File: config.mk
export PLATFORM = sky130hd
export DESIGN_NAME = armleo_regfile
export DESIGN_NICKNAME = d
export VERILOG_FILES = /design/src/rtl/armleo_regfile_pkg.sv /design/src/rtl/armleo_regfile_mem_1r1w.sv /design/src/rtl/armleo_regfile.sv
export SDC_FILE = /design/constraint.sdc
export NUM_CORES = 1
export LEC_CHECK = 0
export CORE_ASPECT_RATIO = 0.5
export CORE_MARGIN = 2
export CORE_UTILIZATION = 39
export CTS_BUF_LIST = sky130_fd_sc_hd__clkbuf_8
export CTS_CLUSTER_SIZE = 28
export DETAILED_ROUTE_END_ITERATION = 12
export HOLD_SLACK_MARGIN = 0.03
export PLACE_DENSITY = 0.59
export SLEW_MARGIN = 0
export SYNTH_ARGS = -nofsm -noshare
export SYNTH_HDL_FRONTEND = slang
export SYNTH_HIERARCHICAL = 1
export SYNTH_SLANG_ARGS = --single-unit
File: constraint.sdc
create_clock -name clk -period 4.3 [get_ports clk]
set_input_delay 0.645 -clock clk [delete_from_list [all_inputs] [get_ports clk]]
set_output_delay 0.645 -clock clk [all_outputs]
set_load 0.02 [all_outputs]
File: src/rtl/armleo_regfile_pkg.sv
// Shared types for the armleo integer register file: read-select encoding and sweep/run FSM.
package armleo_regfile_pkg;

    typedef enum logic [1:0] {
        SEL_ZERO   = 2'd0,
        SEL_MEM    = 2'd1,
        SEL_BYPASS = 2'd2
    } sel_t;

    typedef enum logic {
        INIT = 1'b0,
        RUN  = 1'b1
    } state_t;

endpackage

File: src/rtl/armleo_regfile_mem_1r1w.sv
// Single-write, single-read synchronous memory; read-first, read data holds while read is low.
module armleo_mem_1r1w #(
    parameter int unsigned DEPTH_LOG2 = 5,
    parameter int unsigned WIDTH      = 32
) (
    input  logic                  clk,
    input  logic                  read,
    input  logic [DEPTH_LOG2-1:0] read_addr,
    output logic [WIDTH-1:0]      read_data,
    input  logic                  write,
    input  logic [DEPTH_LOG2-1:0] write_addr,
    input  logic [WIDTH-1:0]      write_data
);

    localparam int unsigned ELEMENTS = 2 ** DEPTH_LOG2;

    logic [WIDTH-1:0] storage [ELEMENTS];

    // Both accesses on the same edge: the read sees the pre-write contents.
    always_ff @(posedge clk) begin
        if (write) begin
            storage[write_addr] <= write_data;
        end
        if (read) begin
            read_data <= storage[read_addr];
        end
    end

endmodule

File: src/rtl/armleo_regfile.sv
// Two-read, one-write register file with zero register, write forwarding and a post-reset clearing sweep.
module armleo_regfile
    import armleo_regfile_pkg::*;
#(
    parameter int unsigned DEPTH_LOG2 = 5,
    parameter int unsigned WIDTH      = 32,
    parameter bit          ZERO_REG   = 1'b1
) (
    input  logic                  clk,
    input  logic                  rst,
    output logic                  ready,
    input  logic                  rs1_read,
    input  logic [DEPTH_LOG2-1:0] rs1_addr,
    output logic [WIDTH-1:0]      rs1_data,
    input  logic                  rs2_read,
    input  logic [DEPTH_LOG2-1:0] rs2_addr,
    output logic [WIDTH-1:0]      rs2_data,
    input  logic                  rd_write,
    input  logic [DEPTH_LOG2-1:0] rd_addr,
    input  logic [WIDTH-1:0]      rd_wdata
);

    localparam int unsigned ELEMENTS = 2 ** DEPTH_LOG2;
    localparam logic [DEPTH_LOG2-1:0] LAST_ENTRY = DEPTH_LOG2'(ELEMENTS - 1);

    state_t                  state;
    logic [DEPTH_LOG2-1:0]   counter;
    sel_t                    sel1;
    sel_t                    sel2;
    logic [WIDTH-1:0]        bypass1;
    logic [WIDTH-1:0]        bypass2;
    logic [WIDTH-1:0]        mem1_data;
    logic [WIDTH-1:0]        mem2_data;

    logic                    write_effective;
    logic                    mem_write;
    logic [DEPTH_LOG2-1:0]   mem_write_addr;
    logic [WIDTH-1:0]        mem_write_data;
    logic                    mem1_read;
    logic                    mem2_read;

    assign write_effective = ready && rd_write && ((rd_addr != '0) || !ZERO_REG);
    assign mem1_read       = rs1_read && ready;
    assign mem2_read       = rs2_read && ready;

    // Shared write port: clearing sweep owns it until the FSM reaches RUN.
    always_comb begin
        mem_write      = write_effective;
        mem_write_addr = rd_addr;
        mem_write_data = rd_wdata;
        if (state == INIT) begin
            mem_write      = 1'b1;
            mem_write_addr = counter;
            mem_write_data = '0;
        end
    end

    always_ff @(posedge clk or posedge rst) begin
        if (rst) begin
            state   <= INIT;
            counter <= '0;
            ready   <= 1'b0;
            sel1    <= SEL_ZERO;
            sel2    <= SEL_ZERO;
            bypass1 <= '0;
            bypass2 <= '0;
        end else begin
            case (state)
                INIT: begin
                    counter <= counter + DEPTH_LOG2'(1);
                    if (counter == LAST_ENTRY) begin
                        state <= RUN;
                        ready <= 1'b1;
                    end
                end
                RUN: begin
                    // Memories are read-first, so a same-edge write must be forwarded.
                    if (rs1_read) begin
                        if (ZERO_REG && (rs1_addr == '0)) begin
                            sel1 <= SEL_ZERO;
                        end else if (write_effective && (rd_addr == rs1_addr)) begin
                            sel1    <= SEL_BYPASS;
                            bypass1 <= rd_wdata;
                        end else begin
                            sel1 <= SEL_MEM;
                        end
                    end
                    if (rs2_read) begin
                        if (ZERO_REG && (rs2_addr == '0)) begin
                            sel2 <= SEL_ZERO;
                        end else if (write_effective && (rd_addr == rs2_addr)) begin
                            sel2    <= SEL_BYPASS;
                            bypass2 <= rd_wdata;
                        end else begin
                            sel2 <= SEL_MEM;
                        end
                    end
                end
                default: begin
                    state <= INIT;
                end
            endcase
        end
    end

    always_comb begin
        rs1_data = '0;
        case (sel1)
            SEL_MEM:    rs1_data = mem1_data;
            SEL_BYPASS: rs1_data = bypass1;
            default:    rs1_data = '0;
        endcase
    end

    always_comb begin
        rs2_data = '0;
        case (sel2)
            SEL_MEM:    rs2_data = mem2_data;
            SEL_BYPASS: rs2_data = bypass2;
            default:    rs2_data = '0;
        endcase
    end

    armleo_mem_1r1w #(
        .DEPTH_LOG2 (DEPTH_LOG2),
        .WIDTH      (WIDTH)
    ) u_mem1 (
        .clk        (clk),
        .read       (mem1_read),
        .read_addr  (rs1_addr),
        .read_data  (mem1_data),
        .write      (mem_write),
        .write_addr (mem_write_addr),
        .write_data (mem_write_data)
    );

    armleo_mem_1r1w #(
        .DEPTH_LOG2 (DEPTH_LOG2),
        .WIDTH      (WIDTH)
    ) u_mem2 (
        .clk        (clk),
        .read       (mem2_read),
        .read_addr  (rs2_addr),
        .read_data  (mem2_data),
        .write      (mem_write),
        .write_addr (mem_write_addr),
        .write_data (mem_write_data)
    );

endmodule

Word level (Yosys, flattened, before mapping)

Memories as Yosys holds them, arrays and structs flattened. A register that Yosys moved wholly into a read port is not among the register bits.
Cells that the tools add are included.

Register bits: 75
Memory bits (writable): 2048
Input bits: 52
Output and inout port bits: 65
Word-level logic and storage cells: 47
Memories kept: 2

Add/subtract/negate cells: 1
Equality and inequality tests: 7
Muxes and demuxes: 13
Bitwise logic cells: 3
Reductions and logical operators: 14

Memories:

| memory         | depth | width | read ports | clocked after Yosys merged registers in | write ports | RTL line                      | text |
|---|---|---|---|---|---|---|---|
| u_mem1.storage | 32    | 32    | 1          | 1                                       | 1           | armleo_regfile_mem_1r1w.sv:17 | `logic [WIDTH-1:0] storage [ELEMENTS];` |
| u_mem2.storage | 32    | 32    | 1          | 1                                       | 1           | armleo_regfile_mem_1r1w.sv:17 |  |

Operators by type and width:

| operator              | count |
|---|---|
| $pmux W32 S2          | 2 |
| $mux W32              | 1 |
| $eq A5 B5 Y1          | 2 |
| $logic_not A5 Y1      | 2 |
| $mux W2               | 4 |
| $reduce_and A4 Y1     | 2 |
| $logic_and A1 B1 Y1   | 6 |
| $reduce_and A2 Y1     | 3 |
| $add A5 B1 Y5 const B | 1 |
| $eq A5 B5 Y1 const B  | 1 |
| $mux W1               | 5 |
| $mux W5               | 1 |
| $reduce_bool A5 Y1    | 1 |
| $eq A2 B1 Y1 const B  | 2 |
| $eq A2 B2 Y1 const B  | 2 |
| $not A1 Y1            | 3 |

Longest topological paths before layout

Gate-level depths: netlist of run 1.

Depth in word-level cells: 5
Gate-level depth with buffers: 8
Mapped depth without buffers: 5

Modules after synthesis

The synthesis of run 1 kept the hierarchy.

By module, submodules not included:

| module          | instances | cells an instance | area an instance (µm²) | seq. area each (µm²) |
|---|---|---|---|---|
| armleo_mem_1r1w | 2         | 2260              | 40805.4                | 31710.4 |
| armleo_regfile  | 1         | 390               | 4400.5                 | 1876.8 |

Worst setup path after synthesis of run 1

No wires, ideal clock.

Kind: register to register
Start point: register state
End point: memory u_mem1.storage[28][0], enable pin
Data arrival time: 3.178 ns
Data required time: 3.879 ns
Slack: 0.701 ns
Stages on the path, launching flop included: 7
Path buffers: 3
Cells stage by stage: dfrtp_1 > buf_2 > buf_1 > mux2_2 > or3b_2 > clkbuf_1 > nor2_1

RTL lines:

| what                     | RTL line                      | text |
|---|---|---|
| start: declaration       | armleo_regfile.sv:26          | `state_t state;` |
| start signal: assignment | armleo_regfile.sv:60          | `state <= INIT;` |
| start signal: assignment | armleo_regfile.sv:72          | `state <= RUN;` |
| start signal: assignment | armleo_regfile.sv:100         | `state <= INIT;` |
| $mux W5                  | armleo_regfile.sv:51          | `if (state == INIT) begin` |
| via mem_write_addr[1]    | armleo_regfile.sv:37          | `logic [DEPTH_LOG2-1:0] mem_write_addr;` |
| end: declaration         | armleo_regfile_mem_1r1w.sv:17 |  |

The timed path passes the listed nets, and every way through them passes these cells.

Worst setup path in the final report of run 1

Start point: register sel2[0]
End point: output rs2_data[4]

Cells in the longest elaborated chain, start to end: 2

RTL lines:

| what                                         | RTL line              | text |
|---|---|---|
| start: declaration                           | armleo_regfile.sv:29  | `sel_t sel2;` |
| start signal: assignment                     | armleo_regfile.sv:64  | `sel2 <= SEL_ZERO;` |
| start signal: assignment                     | armleo_regfile.sv:90  | `sel2 <= SEL_ZERO;` |
| start signal: assignment                     | armleo_regfile.sv:92  | `sel2 <= SEL_BYPASS;` |
| $eq A2 B2 Y1 or $eq A2 B1 Y1 (tied branches) | armleo_regfile.sv:117 | `case (sel2)` |
| $pmux W32 S2 (*)                             | armleo_regfile.sv:117 |  |
| end: declaration                             | armleo_regfile.sv:17  | `output logic [WIDTH-1:0] rs2_data,` |

Mark *: on every way between the ends. The rest lies on a longest branch, timed or not.

==> results of run 1 <==
==> layout make-up <==
type                            count  area [sq um]  share of cell area (%)
Sequential cell                  2187         65300                    66.9
Antenna cell                        4          10.0                  0.0103
Timing Repair Buffer              308          3250                    3.33
Clock buffer                      348          4790                    4.91
Multi-Input combinational cell   2434         19600                    20.1
Inverter                            6          23.8                  0.0243
Clock inverter                    219           945                   0.967
Tap cell                         2952          3690                    3.78
==> final timing paths <==
check,startpoint,cells after the start,end,slack [ns]
min in group clk,rd_wdata[16],2,bypass2[16],0.35
max in group asynchronous,rst,3,sel1[0],3.19
worst max-delay path,sel2[0],5,rs2_data[4],0.24
worst min register to register,counter[3],1,counter[3],0.49
worst min-delay path,rst,2,bypass1[21],0.14
worst max register to register,state,4,u_mem2/storage[16][11],1.17
==> Yosys cell counts <==
cell type,count
edfxtp_1,2112
mux2i_1,1024
a22oi_1,256
nand2_1,204
nand3_1,198
a21oi_1,192
nor2_1,132
a22o_1,128
clkbuf_1,113
dfrtp_1,75
buf_4,66
nor3_1,66
a31oi_1,64
mux2_4,58
buf_2,53
and2_1,36
buf_6,36
mux2_2,13
xnor2_1,13
buf_1,11
nand3b_1,10
ha_1,6
inv_1,6
or3b_2,6
clkbuf_4,4
nand2b_1,4
a21o_1,3
or2_2,3
and2b_1,2
nor2b_1,2
nor4_4,2
o21ai_0,2
o21bai_1,2
or3_1,2
or4_1,2
and3_1,1
nand4_1,1
o211ai_4,1
or4_4,1
==> power breakdown <==
part / leakage, nW / total [mW] / internal, mW / switching (mW)
Sequential: 20.1 / 23.7 / 23.6 / 0.132
Clock: 3.35 / 15.3 / 7.57 / 7.69
Combinational: 10.9 / 2.71 / 0.888 / 1.82
==> worst max-delay path, delay by kind of cell, from the launching register on <==
family                   cells  cell delay, ns
flip-flops                   1            0.45
buffers and inverters        2            1.05
AND/OR/NAND/NOR              1            0.38
adder cells (fa/ha/maj)      1            0.41
AO/OA/AOI/OAI                1            0.13
==> registers in the layout, indices dropped and copies added (netlist names), 5 cells and up <==
register,cells
u_mem2/storage,1024
counter,5
u_mem1/storage,1024
u_mem1/read_data,32
u_mem2/read_data,32
bypass2,32
bypass1,32
==> metal layers <==
layer	vias to the layer above	share of wire [%]	wire length (um)
met5	-	0	0
met4	0	3.0	6880
met3	340	6.1	13900
met2	1739	49	111000
met1	24100	42	94000
li1	20200	-	-
==> stage by stage <==
stage	instance area [sq um]	power [mW]
floorplan	86000	25.6
global placement	91900	26.8
detailed placement	91900	26.8
CTS	97600	42.0
global route	97600	43.0
finish	97600	41.6
==> cell families after synthesis <==
family,Yosys count
simple gates,672
xor+xnor,13
buf+inv,289
compound gates,648
flops,2187
fa+ha+maj,6
mux,1095
==> what timing repair did <==
action / 4_1_cts / 5_1_grt
endpoints found under the setup margin: 4 / 0
setup buffers: 0 / 0
gates resized for setup: 5 / 0
==> results.cfg, run 1 <==
[placement]
port_buffers = 116
gp_congestion = 0.850
place_ws_ns = 0.478
dp_cells = 7887
dp_hpwl_um = 130000

[grt]
met3_usage_pct = 2.98
antenna_found_initial = 6
grt_max_degree = 106
overflow = 0
gr-usage-met2_pct = 33.1
grt_pass1_vias = 45500
grt_pass1_wl_um = 321000
track_usage_pct = 19.6
grt_busiest_layer = met2
use_met1_pct = 26.1

[clock_tree]
cts_buffer_depth = 4
cts.clk_slew.worst_paths_ns = 0.07
htreeDepth = 5
ctsHoldBuffers = 0
cts_tree = built
cts_buffers = 336
ctsRootBufferMaster = clkbuf_8
cts_sinks = 2187
clk_latency_ns = 1.02

[worst_setup_path]
start_kind = flip-flop
cp.required_ns = 3.65
path_cells = ha_1 -> buf_4 -> a22oi_1 -> nor2_2 -> clkdlybuf4s50_1
cp_slowest_cell = clkdlybuf4s50_1
criticalPathCategory = flip-flop to output port
crit_arrival_ns = 3.41
cp-end-kind = output port
slowest_delay_ns = 0.70
crit_fanout = 24

[cells_and_area]
mostFrequentLayoutCell = edfxtp_1
area_growth_pct = 13.5
drive_above_1_share_pct = 14.2
nNetsFinal = 5331
nFillCells = 18600
final_util_pct = 44.7
finalNonFillerCells = 8458
mostFrequentLayoutCells = edfxtp_1, mux2i_1, clkbuf_8

[sta]
rsz0062_at_grt = false
fin_crit_sh_pct = 94.4
setup_slack_ns = 0.242
tns_ns = 0
skew_ns = 0.0437
tightest_slew_ns = 1.08
hold_viol = 0
slew_violations = 0
fmax_ghz = 0.246
finalSetupViolations = 0
timing.hold.ws_ns = 0.140
slew_headroom_pct = 27.6
period_minus_slack_ns = 4.06

[detailed_routing]
dr.pass1.iters = 6
drtAntennaViolNets = 0
detail_route.wl_per_cell_um = 26.7
vias = 46300
drc = 0
via_per_inst = 5.47
wl_um = 226000
drt-initial-drc-count = 4808

[status]
outcome = finished clean

[worst_hold_path]
min_path_type = primary input to async pin

[job]
maxCapViolCount = 0

[logic_synthesis]
ys_ff_latch = 2187
synth_top_cell_area_share_pct = 73.7
avgSynthCellArea_sq_um = 17.5
syn_nets = 4968
synthAdderAreaFrac_pct = 0.0873
synthTopCellsByArea = edfxtp_1, mux2i_1, a22oi_1, dfrtp_1, a22o_1
synthMuxAreaShare_pct = 13.1
yosys.area.top_type = edfxtp_1
synth_simple_gate_area_share_pct = 3.60
synth_top_family_by_area = multiplexers
yosysSeqAreaShare_pct = 75.9
synth_xor_area_share_pct = 0.132
yosys.cell_types.count = 39
synth.cell_area_sq_mm = 0.0860
synth_compound_area_share_pct = 5.20
yosys_warnings = 6
synthCells = 4910

[floorplanning]
core_area_sq_mm = 0.218
initial_core_util_pct = 39.4
die_w_um = 668
dieArea_sq_mm = 0.225
io_pins = 117
row_count = 121
die_y_um = 336

[pwr]
ir_drop_uv = 242
power_density_mw_per_mm2 = 427
p_leak_nw = 34.3
Power figures use the tool's default switching activity.
==> run 2, diff against run 1 <==
- REMOVE_ABC_BUFFERS: default -> 1
==> run 2 against run 1 <==
Global-route usage is 0.96 points lower; first-iteration DRC count is 7.0% lower; clock skew is 0.0050 ns higher; largest cell class unchanged.
==> results.cfg, run 2 (synthesis results as in run 1) <==
[sta]
slew_headroom_pct = 10.1
slew_violations = 0
rsz0062_at_grt = false
finalSetupViolations = 0
tightest_slew_ns = 1.35
fin_crit_sh_pct = 95.0
fmax_ghz = 0.245
hold_viol = 0
skew_ns = 0.0487
period_minus_slack_ns = 4.08
tns_ns = 0

[clock_tree]
cts.clk_slew.worst_paths_ns = 0.07
clk_latency_ns = 1.03
ctsRootBufferMaster = clkbuf_8
cts_sinks = 2187
cts_buffer_depth = 4
htreeDepth = 5
ctsHoldBuffers = 0
cts_tree = built
post_cts_buffers = 0
cts_buffers = 334
cts_resized = 0

[floorplanning]
row_count = 121
dieArea_sq_mm = 0.225
io_pins = 117
initial_core_util_pct = 39.4
die_w_um = 668
die_y_um = 336
core_area_sq_mm = 0.218

[placement]
port_buffers = 116
gp_congestion = 0.842
dp_hpwl_um = 125000

[worst_setup_path]
crit_arrival_ns = 3.44
criticalPathCategory = flip-flop to output port
cp-end-kind = output port
start_kind = flip-flop
cp.required_ns = 3.65
crit_fanout = 18
r2r_setup_slack_ns = 1.02

[grt]
track_usage_pct = 18.7
overflow = 0
grt_pass1_vias = 46000
antenna_found_initial = 5
grt_pass1_wl_um = 309000
grt_max_degree = 116

[detailed_routing]
routed-wl-met2_um = 104000
wl_um = 214000
dr.pass1.iters = 6
drt-initial-drc-count = 4471
drc = 0
top_layer_used = met4
drtAntennaViolNets = 0
m1WireLength_um = 92700
detail_route.wl_per_cell_um = 25.4
via_per_inst = 5.39
wl_met3_um = 12500
vias = 45400

[cells_and_area]
drive_above_1_share_pct = 13.1
area_growth_pct = 12.8
mostFrequentLayoutCell = edfxtp_1
final_util_pct = 44.4
mostFrequentLayoutCells = edfxtp_1, mux2i_1, clkbuf_8
reg_top3 = u_mem1/storage (1024), u_mem2/storage (1024)
nNetsFinal = 5280

[pwr]
sequentialPowerShare_pct = 57.0
ir_drop_uv = 254
power.share.clock_pct = 36.7
total_power_mw = 41.5
p_leak_nw = 34.0
power_density_mw_per_mm2 = 428
pwr-share-comb_pct = 6.3
switching_power_mw = 9.55
p_int_mw = 32.0
switching_share_pct = 23.0

[status]
outcome = finished clean

[job]
maxCapViolCount = 0

[worst_hold_path]
min_path_type = primary input to async pin
run 2: path summary, 6_finish.rpt:
kind | cells after the start | endpoint | start
worst min register to register | 1 | bypass2[29] | bypass2[29]
max in group asynchronous | 3 | bypass1[24] | rst
worst max-delay path | 5 | rs1_data[14] | sel1[0]
worst max register to register | 3 | u_mem2/storage[18][0] | state
worst min-delay path | 2 | bypass1[14] | rst
min in group clk | 2 | bypass2[30] | rd_wdata[30]
run 2: cell type report:
type                            count  area [sq um]
Tap cell                         2952          3690
Timing Repair Buffer              259          2650
Multi-Input combinational cell   2434         19600
Inverter                            6          23.8
Antenna cell                        6          15.0
Clock inverter                    224           897
Fill cell                       18700        121000
Clock buffer                      353          4860
Sequential cell                  2187         65300
run 2: routing by layer:
layer	vias to the layer above	GRT usage (%)
met1	23600	25.5
met3	299	3.17
met2	1451	31.0
li1	20100	-
met4	0	5.03
met5	-	0
run 2: through the flow:
| stage | hold slack, ns | instance area (sq um) | setup WS (ns) | instances |
|---|---|---|---|---|
| after global routing | 0.155 | 97000 | 0.0594 | 8417 |
| after CTS | 0.0500 | 97000 | 0.0695 | 8415 |
| after detailed placement | 0.496 | 91300 | 0.272 | 7838 |
| after floorplan | 0.455 | 84300 | -1.46 | 4627 |
| final | 0.121 | 97000 | 0.216 | 8421 |
| after global placement | 0.472 | 91300 | 0.320 | 7838 |
run 2: power groups by stage:
stage | Sequential [mW] | Clock (mW) | Combinational (mW)
2_1_floorplan | 24.0 | 0 | 1.29
3_3_place_gp | 24.1 | 0 | 2.58
3_5_place_dp | 24.1 | 0 | 2.62
4_1_cts | 23.7 | 15.6 | 2.63
5_1_grt | 23.7 | 16.5 | 2.77
6_report | 23.7 | 15.2 | 2.62
run 2: critical path: stages (launching register included):
cell	delay (ns)
dfrtp_1	0.40
inv_1	0.07
ha_1	0.66
a22oi_1	0.25
nor2_1	0.37
clkdlybuf4s50_1	0.69
